`config.mk`:
```
export PLATFORM = sky130hd
export DESIGN_NAME = citadel_sentinel_seq
export DESIGN_NICKNAME = d
export VERILOG_FILES = /design/src/rtl/citadel_sentinel_seq.sv
export SDC_FILE = /design/constraint.sdc
export NUM_CORES = 1
export LEC_CHECK = 0
export BUFFER_PORTS_ARGS = -buffer_cell sky130_fd_sc_hd__buf_2
export CORE_MARGIN = 1.5
export CORE_UTILIZATION = 38
export DETAILED_ROUTE_END_ITERATION = 16
export PLACE_DENSITY = 0.61
export SLEW_MARGIN = 30
export SYNTH_ARGS = -nofsm -noshare
export SYNTH_HDL_FRONTEND = slang
export SYNTH_SLANG_ARGS = --single-unit
```
`constraint.sdc`:
```
create_clock -name clk -period 5.45 [get_ports clk]
set_input_delay 1.09 -clock clk [delete_from_list [all_inputs] [get_ports clk]]
set_output_delay 1.09 -clock clk [all_outputs]
set_load 0.03 [all_outputs]
```
`src/rtl/citadel_sentinel_seq.sv`:
```
// Sentinel Lock: strobed multi-word key entry with fail counting, timed lockout and hold auto-relock.
// Define CITADEL_TAMPER_EN to enable the tamper latch (BRICK state, cleared only by rst_n).
module citadel_sentinel_seq #(
  parameter int                         KEY_W       = 8,
  parameter int                         KEY_LEN     = 4,
  parameter logic [KEY_W*KEY_LEN-1:0]   KEY_SEQ     = 32'hB65AC319,
  parameter int                         MAX_FAIL    = 3,
  parameter int                         LOCKOUT_CYC = 1024,
  parameter int                         ENTRY_TO    = 256,
  parameter int                         HOLD_CYC    = 4096,
  parameter int                         TAMPER_W    = 7
) (
  input  logic                          clk,
  input  logic                          rst_n,
  input  logic                          ena,
  input  logic [KEY_W-1:0]              key_in,
  input  logic                          key_valid,
  input  logic                          relock,
  input  logic [TAMPER_W-1:0]           tamper_in,
  output logic [7:0]                    seg_out,
  output logic [7:0]                    status_out,
  output logic [2:0]                    state_o,
  output logic [$clog2(MAX_FAIL+1)-1:0] fail_cnt
);

  localparam int FAIL_W  = $clog2(MAX_FAIL + 1);
  localparam int IDX_W   = (KEY_LEN > 1) ? $clog2(KEY_LEN) : 1;
  localparam int TMR_MX0 = (LOCKOUT_CYC > ENTRY_TO) ? LOCKOUT_CYC : ENTRY_TO;
  localparam int TMR_MAX = (HOLD_CYC > TMR_MX0) ? HOLD_CYC : TMR_MX0;
  localparam int TMR_W   = $clog2(TMR_MAX + 1);

  localparam logic [FAIL_W-1:0] FAIL_MAX   = FAIL_W'(MAX_FAIL);
  localparam logic [IDX_W-1:0]  IDX_LAST   = IDX_W'(KEY_LEN - 1);
  localparam logic [TMR_W-1:0]  ENTRY_LAST = TMR_W'(ENTRY_TO - 1);
  localparam logic [TMR_W-1:0]  LOCK_LAST  = TMR_W'(LOCKOUT_CYC - 1);
  localparam logic [TMR_W-1:0]  HOLD_LAST  = TMR_W'((HOLD_CYC > 0) ? HOLD_CYC - 1 : 0);

  typedef enum logic [2:0] {
    LOCKED   = 3'd0,
    ENTRY    = 3'd1,
    UNLOCKED = 3'd2,
    LOCKOUT  = 3'd3,
    BRICK    = 3'd4
  } state_t;

  state_t              state, st_nx;
  logic [IDX_W-1:0]    idx, idx_nx, word_idx;
  logic                err, err_nx, seq_err, seq_last;
  logic [FAIL_W-1:0]   fail_nx;
  logic [TMR_W-1:0]    tmr, tmr_nx;
  logic                tamper_hit;

  function automatic logic [KEY_W-1:0] key_word(input logic [IDX_W-1:0] i);
    return KEY_SEQ[(KEY_LEN - 1 - int'(i)) * KEY_W +: KEY_W];
  endfunction

  function automatic logic [FAIL_W-1:0] sat_inc(input logic [FAIL_W-1:0] v);
    return (v == FAIL_MAX) ? v : v + 1'b1;
  endfunction

  function automatic logic [7:0] seg_of(input state_t s, input logic en);
    logic [7:0] seg;
    seg = 8'hC7;
    if (s == BRICK)         seg = 8'h00;
    else if (!en)           seg = 8'hFF;
    else if (s == UNLOCKED) seg = 8'hC1;
    else if (s == LOCKOUT)  seg = 8'hBF;
    return seg;
  endfunction

`ifdef CITADEL_TAMPER_EN
  logic                armed;
  logic [TAMPER_W-1:0] snap;

  // Snapshot follows tamper_in every cycle; any change from the previous cycle trips the latch.
  always_ff @(posedge clk or negedge rst_n) begin
    if (!rst_n) begin
      armed <= 1'b0;
      snap  <= '0;
    end else begin
      armed <= 1'b1;
      snap  <= tamper_in;
    end
  end

  assign tamper_hit = armed && (tamper_in != snap);
`else
  logic unused_tamper;
  assign unused_tamper = ^tamper_in;
  assign tamper_hit    = 1'b0;
`endif

  // LOCKED compares against word 0, so KEY_LEN=1 completes without visiting ENTRY.
  assign word_idx = (state == ENTRY) ? idx : '0;
  assign seq_err  = ((state == ENTRY) && err) || (key_in != key_word(word_idx));
  assign seq_last = (word_idx == IDX_LAST);

  always_comb begin
    st_nx   = state;
    idx_nx  = idx;
    err_nx  = err;
    fail_nx = fail_cnt;
    tmr_nx  = tmr;
    if (tamper_hit) begin
      st_nx  = BRICK;
      idx_nx = '0;
      err_nx = 1'b0;
      tmr_nx = '0;
    end else if (ena) begin
      unique case (state)
        LOCKED, ENTRY: begin
          if (key_valid) begin
            tmr_nx = '0;
            if (seq_last) begin
              idx_nx = '0;
              err_nx = 1'b0;
              if (!seq_err) begin
                st_nx   = UNLOCKED;
                fail_nx = '0;
              end else begin
                fail_nx = sat_inc(fail_cnt);
                st_nx   = (sat_inc(fail_cnt) == FAIL_MAX) ? LOCKOUT : LOCKED;
              end
            end else begin
              st_nx  = ENTRY;
              idx_nx = word_idx + 1'b1;
              err_nx = seq_err;
            end
          end else if (state == ENTRY) begin
            if (tmr == ENTRY_LAST) begin
              st_nx  = LOCKED;
              idx_nx = '0;
              err_nx = 1'b0;
              tmr_nx = '0;
            end else begin
              tmr_nx = tmr + 1'b1;
            end
          end
        end
        UNLOCKED: begin
          if (relock || ((HOLD_CYC > 0) && (tmr == HOLD_LAST))) begin
            st_nx  = LOCKED;
            tmr_nx = '0;
          end else if (HOLD_CYC > 0) begin
            tmr_nx = tmr + 1'b1;
          end
        end
        LOCKOUT: begin
          if (tmr == LOCK_LAST) begin
            st_nx   = LOCKED;
            fail_nx = '0;
            tmr_nx  = '0;
          end else begin
            tmr_nx = tmr + 1'b1;
          end
        end
        default: ;
      endcase
    end
  end

  // Outputs are decoded from the next state so they line up with state_o.
  always_ff @(posedge clk or negedge rst_n) begin
    if (!rst_n) begin
      state      <= LOCKED;
      idx        <= '0;
      err        <= 1'b0;
      fail_cnt   <= '0;
      tmr        <= '0;
      seg_out    <= 8'hC7;
      status_out <= 8'h00;
    end else begin
      state      <= st_nx;
      idx        <= idx_nx;
      err        <= err_nx;
      fail_cnt   <= fail_nx;
      tmr        <= tmr_nx;
      seg_out    <= seg_of(st_nx, ena);
      status_out <= (ena && (st_nx == UNLOCKED)) ? 8'hFF : 8'h00;
    end
  end

  assign state_o = state;

endmodule
```
==> results.sh <==
export IMPL_status="completed"
export IMPL_yosys_warnings=0
export IMPL_die_h_um=68.6
export IMPL_worst_pin_slew_ns=0.624
export IMPL_cp_data_required_time_ns=5.66
export IMPL_synth_avg_cell_area_um2=9.12
export IMPL_grt_use_total=0.158
export IMPL_cap_viol_max_count=0
export IMPL_async_flop_share=1.00
export IMPL_pin_count=41
export IMPL_routedWlPerCell_um=13.4
export IMPL_cts_root_buffer="clkbuf_8"
export IMPL_syn_cell_area_mm2=0.00163
export IMPL_hold_viol_final=0
export IMPL_clk_pin_slew_ns=0.10
export IMPL_worstPathMaxFanout=7
export IMPL_dieArea_mm2=0.00470
export IMPL_cts_sinks=26
export IMPL_drive_gt1_frac=0.246
export IMPL_dpl_hpwl_um=2460
export IMPL_slew_headroom=0.582
export IMPL_synth_mux_area_frac=0.0130
export IMPL_grt_max_degree=27
export IMPL_cts_buffers=3
export IMPL_cp_cell_sequence="buf_2 -> or4b_2 -> a22o_1 -> a221oi_1 -> a21oi_1 -> and2_1 -> nor2_1"
export IMPL_synthXorXnorAreaFrac=0.0375
export IMPL_core_area_mm2=0.00406
export IMPL_synth_nets=200
export IMPL_drv_slew=0
export IMPL_fin_crit_sh=0.509
export IMPL_syn_inst=179
export IMPL_endpoint_kind="flip-flop"
export IMPL_p_leak_uw=0.000826
export IMPL_portBuffers=33
export IMPL_synth_compound_area_frac=0.216
export IMPL_seq_area_frac_synth=0.401
export IMPL_grt_overflow_total=0
export IMPL_clock_latency_ns=0.27
export IMPL_cp_start_kind="input port"
export IMPL_setup_viol=0
export IMPL_wirelength_um=3340
export IMPL_fin_setup_tns_ns=0
export IMPL_min_from="err"
export IMPL_start_util=0.402
export IMPL_synth_edf_count=0
export IMPL_final_nets=221
export IMPL_antenna_found_initial=0
export IMPL_rows=23
export IMPL_clk_path_buf_depth=2
export IMPL_r2r_start="state_o[0]"
export IMPL_route_detailed_drc=0
export IMPL_ys_flop_type="dfrtp_1"
export IMPL_yosys_area_share_simple=0.251
export IMPL_crit_arrival_ns=2.98
export IMPL_place_congestion=0.800
export IMPL_min_path_type="reg -> reg"
export IMPL_syn_to_final_growth_pct=12.2
export IMPL_finalHoldWorstSlack_ns=0.520
export IMPL_synth_top_family_by_area="simple AND/OR/NAND/NOR gates"
export IMPL_grt_pass1_vias=1221
export IMPL_fin_crit_ns=2.78
export IMPL_p_per_area_mw_per_mm2=427
export IMPL_cts_resized_gates=0
export IMPL_dr_pass1_iters=4
export IMPL_ant_nets=0
export IMPL_rsz0062_at_grt="false"
export IMPL_cts_hold_buf=0
export IMPL_clock_skew_ns=0.00629
export IMPL_cts_tree="built"
export IMPL_cpPeakStageDelay_ns=0.59
export IMPL_diodes=0
export IMPL_post_cts_buffers=0
export IMPL_slowest_stage="or4b_2"
export IMPL_vias_per_cell=5.57
export IMPL_fmax_mhz=360
export IMPL_dieWidth_um=68.6
export IMPL_crit_type="in -> reg"
export IMPL_power_uw=783
export IMPL_ys_seq_elements=26
export IMPL_vias=1386
export IMPL_drtIter0Drc=74
export IMPL_ys_types=52
export IMPL_final_util=0.451
export IMPL_ir_drop_v=0.000166
export IMPL_grt_pass1_wl_um=5660
export IMPL_cp_startpoint="relock"
export IMPL_synthAdderAreaFrac=0.00766
export IMPL_htree_levels=1
routing by layer:
layer | GRT usage | part of all wire
met5 | 0 | 0
met4 | 0.0525 | 0.014
met3 | 0.0227 | 0.052
met2 | 0.244 | 0.44
met1 | 0.227 | 0.50
cell families (layout without fill, tap and decap cells):
family | Yosys count | in the layout
compound gates | 46 | 46
xor+xnor | 7 | 7
fa+ha+maj | 1 | 1
buf+inv | 21 | 41
flops | 26 | 26
mux | 2 | 2
simple gates | 76 | 76
power by group:
part	leakage, uW	total [uW]	internal [uW]	switching [uW]
logic	0.000462	314	113	201
clock network	0.0000357	162	98.3	63.5
registers	0.000327	308	241	66.7
total	0.000826	783	452	331
Yosys cell counts (2+ instances only):
cell       instances  area (um^2)
a31oi_1            2         12.5
nor2b_1            4         25.0
nand2b_1           2         12.5
nor3_1             4         20.0
and2_1             7         43.8
and3_1             5         31.3
nand4_1            4         25.0
nor3b_1            2         15.0
dfrtp_1           23          576
xor2_1             5         43.8
nand2_1           17         63.8
a21oi_1           11         55.1
o21ai_0           10         50.1
o31a_1             2         17.5
inv_1              4         15.0
dfstp_2            3         78.8
xnor2_1            2         17.5
o2bb2ai_1          2         17.5
nor2_1            20         75.1
clkbuf_1           5         18.8
a22o_1             3         26.3
buf_4             11         82.6
nor4_1             2         12.5
final timing paths:
kind / end / slack [ns] / depth (start not counted)
min in group asynchronous: fail_cnt[0] / 0.80 / 1
worst max-delay path: tmr[10] / 2.67 / 7
max in group asynchronous: tmr[0] / 4.27 / 1
worst min register to register: err / 0.52 / 1
worst min-delay path: err / 0.52 / 1
worst max register to register: seg_out[5] / 2.69 / 6
placed cells by master, fill, tap and decap left out, types with 4 or more instances in the layout:
cell type / Yosys / final
a21oi_1: 11 / 11
and2_1: 7 / 7
and3_1: 5 / 5
buf_2: 0 / 33
dfrtp_1: 23 / 23
inv_1: 4 / 4
nand2_1: 17 / 17
nand4_1: 4 / 4
nor2_1: 20 / 20
nor2b_1: 4 / 4
nor3_1: 4 / 4
o21ai_0: 10 / 10
xor2_1: 5 / 5
stage by stage:
stage               std cells  area (um^2)  worst slack [ns]
floorplan                 179         1630              2.65
global placement          245         1760              2.38
detailed placement        245         1760              2.38
CTS                       249         1830              2.66
global route              249         1830              2.46
finish                    249         1830              2.67
registers in the layout, indices dropped and copies added (netlist names):
name	flops
err	1
fail_cnt	2
idx	2
seg_out	4
state_o	3
status_out	1
tmr	13
worst max-delay path, delay by kind of cell:
| family | cells | cell delay, ns |
|---|---|---|
| buffers and inverters | 1 | 0.11 |
| AOI/OAI and AO/OA | 3 | 0.77 |
| and+or+nand+nor | 3 | 1.01 |
layout make-up:
class,instances,area (um^2)
Sequential cell,26,654
Tap cell,50,62.6
Timing Repair Buffer,33,165
Clock inverter,1,30.0
Clock buffer,3,41.3
Multi-Input combinational cell,132,863
Inverter,4,15.0
Fill cell,411,2230
(Power assumes the default switching activity.)
